--- src/rtl/serial_spi_tx.sv ---
// serial_spi_tx: one-byte-buffered SPI master transmitter (mode 0, MSB first).
// Bytes arrive from an upstream serial receiver via a LOAD level whose rising
// edge marks a new byte.  The byte waits in a holding register while the
// previous one is still shifting.  Each transfer exchanges one byte on
// MOSI/MISO and posts the received byte on RXBYTE with a one-cycle RX_VALID.
//
// Ports
//   clk_50    in   system clock, rising edge
//   RESET     in   synchronous active-high reset
//   LOAD      in   upstream byte strobe (level; rising edge = new byte)
//   BYTEIN    in   [7:0] upstream byte, stable while LOAD high
//   MISO      in   slave data in
//   SCLK      out  SPI clock, idles low
//   MOSI      out  SPI data out, MSB first
//   SS_N      out  active-low slave select
//   RXBYTE    out  [7:0] byte received during the last completed transfer
//   RX_VALID  out  one-cycle pulse when RXBYTE updates
//   BUSY      out  transfer in progress or a byte is waiting
//   OVERRUN   out  sticky: a byte was dropped because the buffer was full
//
// state | meaning
// IDLE  | SS_N high, SCLK low; start a transfer when holding register full
// SETUP | SS_N low, MSB on MOSI, one half-period before the first SCLK rise
// SHIFT | 16 half-period ticks toggling SCLK (8 rises sample, 8 falls shift)
// HOLD  | SCLK low, SS_N still low for one half-period after the last fall
// GAP   | SS_N high for one half-period before the next transfer may start

module serial_spi_tx #(
    parameter int unsigned CLK_DIV = 25
) (
    input  logic       clk_50,
    input  logic       RESET,
    input  logic       LOAD,
    input  logic [7:0] BYTEIN,
    input  logic       MISO,
    output logic       SCLK,
    output logic       MOSI,
    output logic       SS_N,
    output logic [7:0] RXBYTE,
    output logic       RX_VALID,
    output logic       BUSY,
    output logic       OVERRUN
);

    typedef enum logic [2:0] {
        ST_IDLE,
        ST_SETUP,
        ST_SHIFT,
        ST_HOLD,
        ST_GAP
    } state_t;

    localparam logic [15:0] TICK_CNT = 16'(CLK_DIV - 1);

    state_t      state_q, state_d;
    logic [15:0] cnt_q, cnt_d;
    logic [3:0]  tick_q, tick_d;
    logic        load_q;
    logic [7:0]  hold_q, hold_d;
    logic        hold_full_q, hold_full_d;
    logic [7:0]  tx_sh_q, tx_sh_d;
    logic [7:0]  rx_sh_q, rx_sh_d;
    logic        sclk_q, sclk_d;
    logic        ss_n_q, ss_n_d;
    logic [7:0]  rxbyte_q, rxbyte_d;
    logic        rx_valid_q, rx_valid_d;
    logic        overrun_q, overrun_d;

    logic accept;
    logic tick;
    logic start;

    assign accept = LOAD & ~load_q;
    assign tick   = (cnt_q == TICK_CNT);
    assign start  = (state_q == ST_IDLE) && hold_full_q;

    always_comb begin
        state_d     = state_q;
        tick_d      = tick_q;
        tx_sh_d     = tx_sh_q;
        rx_sh_d     = rx_sh_q;
        sclk_d      = sclk_q;
        ss_n_d      = ss_n_q;
        rxbyte_d    = rxbyte_q;
        rx_valid_d  = 1'b0;

        case (state_q)
            ST_IDLE: begin
                if (hold_full_q) begin
                    // MOSI is tx_sh_q[7], so loading the shifter presents the MSB
                    tx_sh_d = hold_q;
                    ss_n_d  = 1'b0;
                    sclk_d  = 1'b0;
                    tick_d  = 4'd0;
                    state_d = ST_SETUP;
                end
            end
            ST_SETUP: begin
                if (tick) begin
                    state_d = ST_SHIFT;
                end
            end
            ST_SHIFT: begin
                if (tick) begin
                    sclk_d = ~sclk_q;
                    tick_d = tick_q + 4'd1;
                    // even tick index = SCLK rising, odd = falling
                    if (!tick_q[0]) begin
                        rx_sh_d = {rx_sh_q[6:0], MISO};
                    end else if (tick_q != 4'd15) begin
                        tx_sh_d = {tx_sh_q[6:0], 1'b0};
                    end
                    if (tick_q == 4'd15) begin
                        state_d = ST_HOLD;
                    end
                end
            end
            ST_HOLD: begin
                if (tick) begin
                    ss_n_d     = 1'b1;
                    tx_sh_d    = 8'h00;
                    rxbyte_d   = rx_sh_q;
                    rx_valid_d = 1'b1;
                    state_d    = ST_GAP;
                end
            end
            ST_GAP: begin
                if (tick) begin
                    state_d = ST_IDLE;
                end
            end
            default: begin
                state_d = ST_IDLE;
            end
        endcase

        // Holding register: the start cycle empties it, so a byte accepted
        // on that same edge takes the freed slot instead of overrunning.
        hold_d      = hold_q;
        hold_full_d = hold_full_q & ~start;
        overrun_d   = overrun_q;
        if (accept) begin
            if (!hold_full_d) begin
                hold_d      = BYTEIN;
                hold_full_d = 1'b1;
            end else begin
                overrun_d = 1'b1;
            end
        end

        // Half-period counter restarts on every state change and every tick
        if ((state_d != state_q) || tick || (state_q == ST_IDLE)) begin
            cnt_d = 16'd0;
        end else begin
            cnt_d = cnt_q + 16'd1;
        end
    end

    always_ff @(posedge clk_50) begin
        if (RESET) begin
            state_q     <= ST_IDLE;
            cnt_q       <= 16'd0;
            tick_q      <= 4'd0;
            load_q      <= 1'b0;
            hold_q      <= 8'h00;
            hold_full_q <= 1'b0;
            tx_sh_q     <= 8'h00;
            rx_sh_q     <= 8'h00;
            sclk_q      <= 1'b0;
            ss_n_q      <= 1'b1;
            rxbyte_q    <= 8'h00;
            rx_valid_q  <= 1'b0;
            overrun_q   <= 1'b0;
        end else begin
            state_q     <= state_d;
            cnt_q       <= cnt_d;
            tick_q      <= tick_d;
            load_q      <= LOAD;
            hold_q      <= hold_d;
            hold_full_q <= hold_full_d;
            tx_sh_q     <= tx_sh_d;
            rx_sh_q     <= rx_sh_d;
            sclk_q      <= sclk_d;
            ss_n_q      <= ss_n_d;
            rxbyte_q    <= rxbyte_d;
            rx_valid_q  <= rx_valid_d;
            overrun_q   <= overrun_d;
        end
    end

    assign SCLK     = sclk_q;
    assign MOSI     = tx_sh_q[7];
    assign SS_N     = ss_n_q;
    assign RXBYTE   = rxbyte_q;
    assign RX_VALID = rx_valid_q;
    assign BUSY     = (state_q != ST_IDLE) | hold_full_q;
    assign OVERRUN  = overrun_q;

endmodule

--- config.mk ---
export PLATFORM = sky130hd
export DESIGN_NAME = serial_spi_tx
export DESIGN_NICKNAME = d
export VERILOG_FILES = /design/src/rtl/serial_spi_tx.sv
export SDC_FILE = /design/constraint.sdc
export NUM_CORES = 1
export LEC_CHECK = 0
export ABC_AREA = 1
export ABC_CLOCK_PERIOD_IN_PS = 1800
export BUFFER_PORTS_ARGS = -buffer_cell sky130_fd_sc_hd__clkbuf_2
export CAP_MARGIN = 0
export CORE_ASPECT_RATIO = 0.5
export CORE_UTILIZATION = 50
export CTS_BUF_LIST = sky130_fd_sc_hd__clkbuf_4
export CTS_CLUSTER_SIZE = 8
export DETAILED_ROUTE_END_ITERATION = 7
export PLACE_DENSITY = 0.69
export SYNTH_ARGS = -nofsm -noshare
export SYNTH_HDL_FRONTEND = slang
export SYNTH_SLANG_ARGS = --single-unit
--- constraint.sdc ---
create_clock -name clk_50 -period 1.8 [get_ports clk_50]
set_input_delay 0.36 -clock clk_50 [delete_from_list [all_inputs] [get_ports clk_50]]
set_output_delay 0.36 -clock clk_50 [all_outputs]
set_load 0.02 [all_outputs]
=== Word level (Yosys, flattened, before mapping) ===
Cells that the tools add are included.

* Bitwise gates (word level): 9
* Order comparisons: 0
* Multiplexer cells: 23
* Reductions and logical operators: 17
* $mul: 0
* Shift operators: 0
* Equality and inequality tests: 13
* Divide/modulo/power cells: 0
* Add/sub/neg operators: 2

{| class="wikitable"
|+ Operator list
! cell !! count
|-
| 2-to-1 mux 8 bit || 5
|-
| case mux 8 bit (3 select lines) || 1
|-
| 2-to-1 mux 3 bit || 6
|-
| adder 16 x 1 -> 16 bit (second input constant) || 1
|-
| equality test 16 x 5 -> 1 bit (second input constant) || 1
|-
| case mux 3 bit (5 select lines) || 1
|-
| inequality test 2 bit (second input constant) || 5
|-
| AND reduction 3 bit || 3
|-
| 2-to-1 mux 4 bit || 2
|-
| case mux 4 bit (2 select lines) || 1
|-
| equality test 3 x 2 -> 1 bit (second input constant) || 2
|-
| inverter 1 bit || 6
|-
| AND reduction 2 bit || 3
|-
| AND reduction 6 bit || 1
|-
| nonzero test 3 bit || 2
|-
| 2-to-1 mux 1 bit || 5
|-
| adder 4 x 1 -> 4 bit (second input constant) || 1
|-
| equality test 4 bit (second input constant) || 1
|-
| inequality test 4 bit (second input constant) || 1
|-
| case mux 1 bit (2 select lines) || 2
|-
| nonzero test 2 bit || 2
|-
| OR reduction 2 bit || 2
|-
| equality test 3 x 1 -> 1 bit (second input constant) || 1
|-
| equality test 3 bit (second input constant) || 1
|-
| other kinds (6) || 8
|}

* Logic and storage cells: 77
* RAM bits: 0
* Flip-flop bits (word level): 61
* Memories kept: 0
* ROM bits: 0
* Bits in latches: 0

=== Depth between registers and ports, before layout ===
* Depth in word-level cells: 8
* Gate-level depth with buffers: 12

=== Worst setup path before layout ===
No wires, ideal clock.

* Kind: reg-to-reg
* From: reg cnt_q[0]
* To: reg ss_n_q (netlist: SS_N)
* Arrival time: 1,336 ps
* Data required time: 1,667 ps
* Stages on the path, launching flop included: 13
* Setup slack: 331 ps
* Path through: dfxtp_1 -> inv_1 -> ha_1 -> nand2_1 -> inv_1 -> nand2_1 -> nor2_2 -> nand2_4 -> nor2_4 -> inv_2 -> buf_6 -> nand3_1 -> nand3_1

* Cells in the longest elaborated chain, start to end: 3

{| class="wikitable"
|+ Ends and longest elaborated chain
! item !! RTL line !! RTL
|-
| from (decl) || 56 || <nowiki>logic [15:0] cnt_q, cnt_d;</nowiki>
|-
| from (signal assigned) || 176 || <nowiki>cnt_q <= cnt_d;</nowiki>
|-
| equality test 16 x 5 -> 1 bit || 74 || <nowiki>assign tick = (cnt_q == TICK_CNT);</nowiki>
|-
| inequality test 2 bit (no source line) || -- ||
|-
| AND reduction 3 bit (no source line) || -- ||
|-
| to (signal assigned) || 184 || <nowiki>ss_n_q <= ss_n_d;</nowiki>
|-
| to (decl) || 64 || <nowiki>logic ss_n_q, ss_n_d;</nowiki>
|}

Every way passes these cells.
A chain may end at the register's enable or synchronous reset.

=== Final worst setup path ===
* From: reg state_q[1]
* To: out BUSY

* Cells in the longest elaborated chain, start to end: 2

{| class="wikitable"
|+ Ends and longest elaborated chain
! item !! RTL line !! RTL
|-
| from (decl) || 55 || <nowiki>state_t state_q, state_d;</nowiki>
|-
| from (signal assigned) || 175 || <nowiki>state_q <= state_d;</nowiki>
|-
| nonzero test 3 bit || 196 || <nowiki>assign BUSY = (state_q != ST_IDLE) | hold_full_q;</nowiki>
|-
| OR 1 bit || 196 ||
|-
| to (decl) || 41 || <nowiki>output logic BUSY,</nowiki>
|}

Every way passes these cells.

==> results.ini <==
[sta]
drv_slew = 0
whs_ps = 164
period_share_pct = 93.9
max_freq_mhz = 591
relSlewSlack_pct = 77.0
fin_skew_ps = 16.8
layout_setup_ws_ps = 109
min_period_ps = 1690
worstMarginPinSlew_ps = 345
finalHoldViolCount = 0
setup_viol = 0
tns_ps = 0

[clock_tree]
cts_tree = built
cts-root-buf = clkbuf_4
cts_max_path_buffers = 2
clkSlewWorstSetupHoldPaths_ps = 120
htreeDepth = 3
clkLatencyLatePin_ps = 410
cts_sinks = 61
numCtsBuffers = 9

[global_route]
grt.overflow.total = 0
antenna_found_initial = 0
grt_max_degree = 29
grt.total_usage_pct = 22.2
grt_pass1_wl_um = 10300
grt_pass1_vias = 2303

[power_and_ir_drop]
power_switching_mw = 0.709
power_density_mw_per_mm2 = 816
sw_frac_of_total_pct = 27.0
vdd_drop_max_v = 0.000465
p_comb_share_pct = 7.7
power_frac_clock_pct = 38.2
p_leak_nw = 1.38
p_int_mw = 1.91
seqPwrFrac_pct = 54.1

[finish]
drive_gt1_share_pct = 19.5
n_antenna_cell = 0
final_util_pct = 58.5
n_fill_cell = 527
stdcell_count = 508
nNetsFinal = 445
syn_to_final_growth_pct = 12.7
regArea_mm2 = 0.00122
multi_input_area_mm2 = 0.00140

[setup_path]
start_kind = flop
path_max_fanout = 4
criticalPathCategory = flop to output pin
setup.worst_path.start = state_q[1]
crit_arrival_ps = 1330
end_kind = output pin
timing.rr.start = cnt_q[0]
worstPathRequired_ps = 1440

[routing]
wl_per_cell_um = 11.5
drtIter0Drc = 85
vias_per_cell = 4.87
routed_wl_um = 5850
vias = 2472
drc_errors = 0
firstDrtPassIters = 4
ant_nets = 0

[placed_design]
routabilityCongestion = 0.850
dpl_worst_slack_ps = 134
placedCellCount = 489
io_buffers = 25
dp_hpwl_um = 4200

[floorplan]
floorplan.initialDensity_pct = 51.9
die_w_um = 109
row_count = 19
die_height_um = 55.4
die-area_mm2 = 0.00603
io_pins = 26
core_mm2 = 0.00549

[synth]
ys_ff_latch = 61
synth_cells = 396
synth-edff-count = 0
yosysSeqAreaShare_pct = 42.8
yosysWarningCount = 0
synth_area_per_cell_um2 = 7.20
postSynth.asyncResetShare_pct = 0
ys_types = 29
synth_nets = 411
synth-main-ff-cell = dfxtp_1
synth_area_mm2 = 0.00285

[flow_run]
drv_cap = 0

[run_status]
outcome = completed

[hold_path]
hold_start = LOAD
hold_path_class = input port to flop

cells in the final DEF, fill, tap and decap left out, types with 4 or more instances in the layout:
cell	Yosys	routed
nor2_1	81	81
nand3_1	25	25
nand3b_1	7	7
nand2_2	6	6
inv_2	5	5
clkbuf_2	0	25
clkbuf_4	0	9
inv_6	0	4
o21ai_0	26	26
inv_1	40	40
buf_4	0	6
nor2_2	17	16
dfxtp_1	61	60
xor2_1	8	8
nand2_1	66	66
a21oi_1	19	19
xnor2_1	6	6
logic make-up (layout without fill, tap and decap cells):
family | after synthesis | count (layout) | synth area share [%]
adder cells (fa/ha/maj) | 3 | 3 | 1.32
AO/OA/AOI/OAI | 48 | 48 | 8.73
buffers and inverters | 55 | 94 | 8.12
AND/OR/NAND/NOR | 215 | 215 | 34.7
flip-flops | 61 | 61 | 42.8
XOR/XNOR | 14 | 14 | 4.30
worst max-delay path, stage by stage (launching register included):
cell	delay [ps]
dfxtp_1	360
inv_2	70
nand2_1	100
nor2_4	180
nand2_2	70
clkbuf_2	150
what timing repair did:
action                                  in CTS  in global routing
endpoints found under the hold margin        0                  0
endpoints found under the setup margin       0                  9
hold buffers                                 0                  0
buffers inserted                             0                  3
gates resized for setup                      0                  2
per-stage QoR:
step	instance area, µm²	total power, mW
2_1_floorplan	2850	1.60
3_3_place_gp	3040	1.64
3_5_place_dp	3040	1.65
4_1_cts	3180	2.65
5_1_grt	3210	2.76
6_report	3210	2.62
cells in the mapped netlist (all sizes together) (3+ instances only):
master,count,share of area (%)
ha,3,1.3
a21oi,20,3.6
nand3b,7,1.8
nand2,75,11
nand3,26,4.7
dfxtp,61,43
clkbuf,3,0.39
o21ai,26,4.6
nor2,100,15
nor3,4,1.1
buf,5,1.4
nand4,3,0.66
xor2,8,2.5
xnor2,6,1.8
inv,46,6.1
layer usage:
metal | global-route usage, % | vias to the layer above | part of all wire [%]
met4 | 5.21 | 0 | 0.97
met2 | 33.9 | 60 | 45
met5 | 0 | - | 0
met1 | 29.3 | 1101 | 49
met3 | 9.09 | 5 | 4.9
li1 | - | 1306 | -
final cells by class:
| cell class | instances | area share [%] |
|---|---|---|
| clock inverter | 7 | 2.45 |
| clock buffer | 9 | 2.10 |
| sequential | 61 | 38.0 |
| inverter | 47 | 5.57 |
| tap | 73 | 2.84 |
| timing repair buffer | 31 | 5.30 |
| multi-input combinational | 280 | 43.7 |
power by group through the flow:
stage                     clock [mW]  sequential, mW  combinational [mW]
after global placement             0            1.45               0.198
after detailed placement           0            1.45               0.202
after CTS                       1.03            1.42               0.204
final                           1.00            1.42               0.203
after floorplan                    0            1.45               0.148
after global routing            1.10            1.42               0.234
registers in the layout (all words and copies together), names as in the netlist, 3 cells and up:
register  cells
tx_sh_q       8
RXBYTE        8
rx_sh_q       8
cnt_q        16
state_q       3
tick_q        4
hold_q        8
worst paths after layout:
| check | to | slack [ps] | cells after the start |
|---|---|---|---|
| max | BUSY | 110 | 5 |
| min | load_q | 160 | 3 |
| max reg2reg | SS_N | 190 | 11 |
| min reg2reg | cnt_q[0] | 440 | 1 |
No activity file was read; power rests on OpenSTA's default activity.
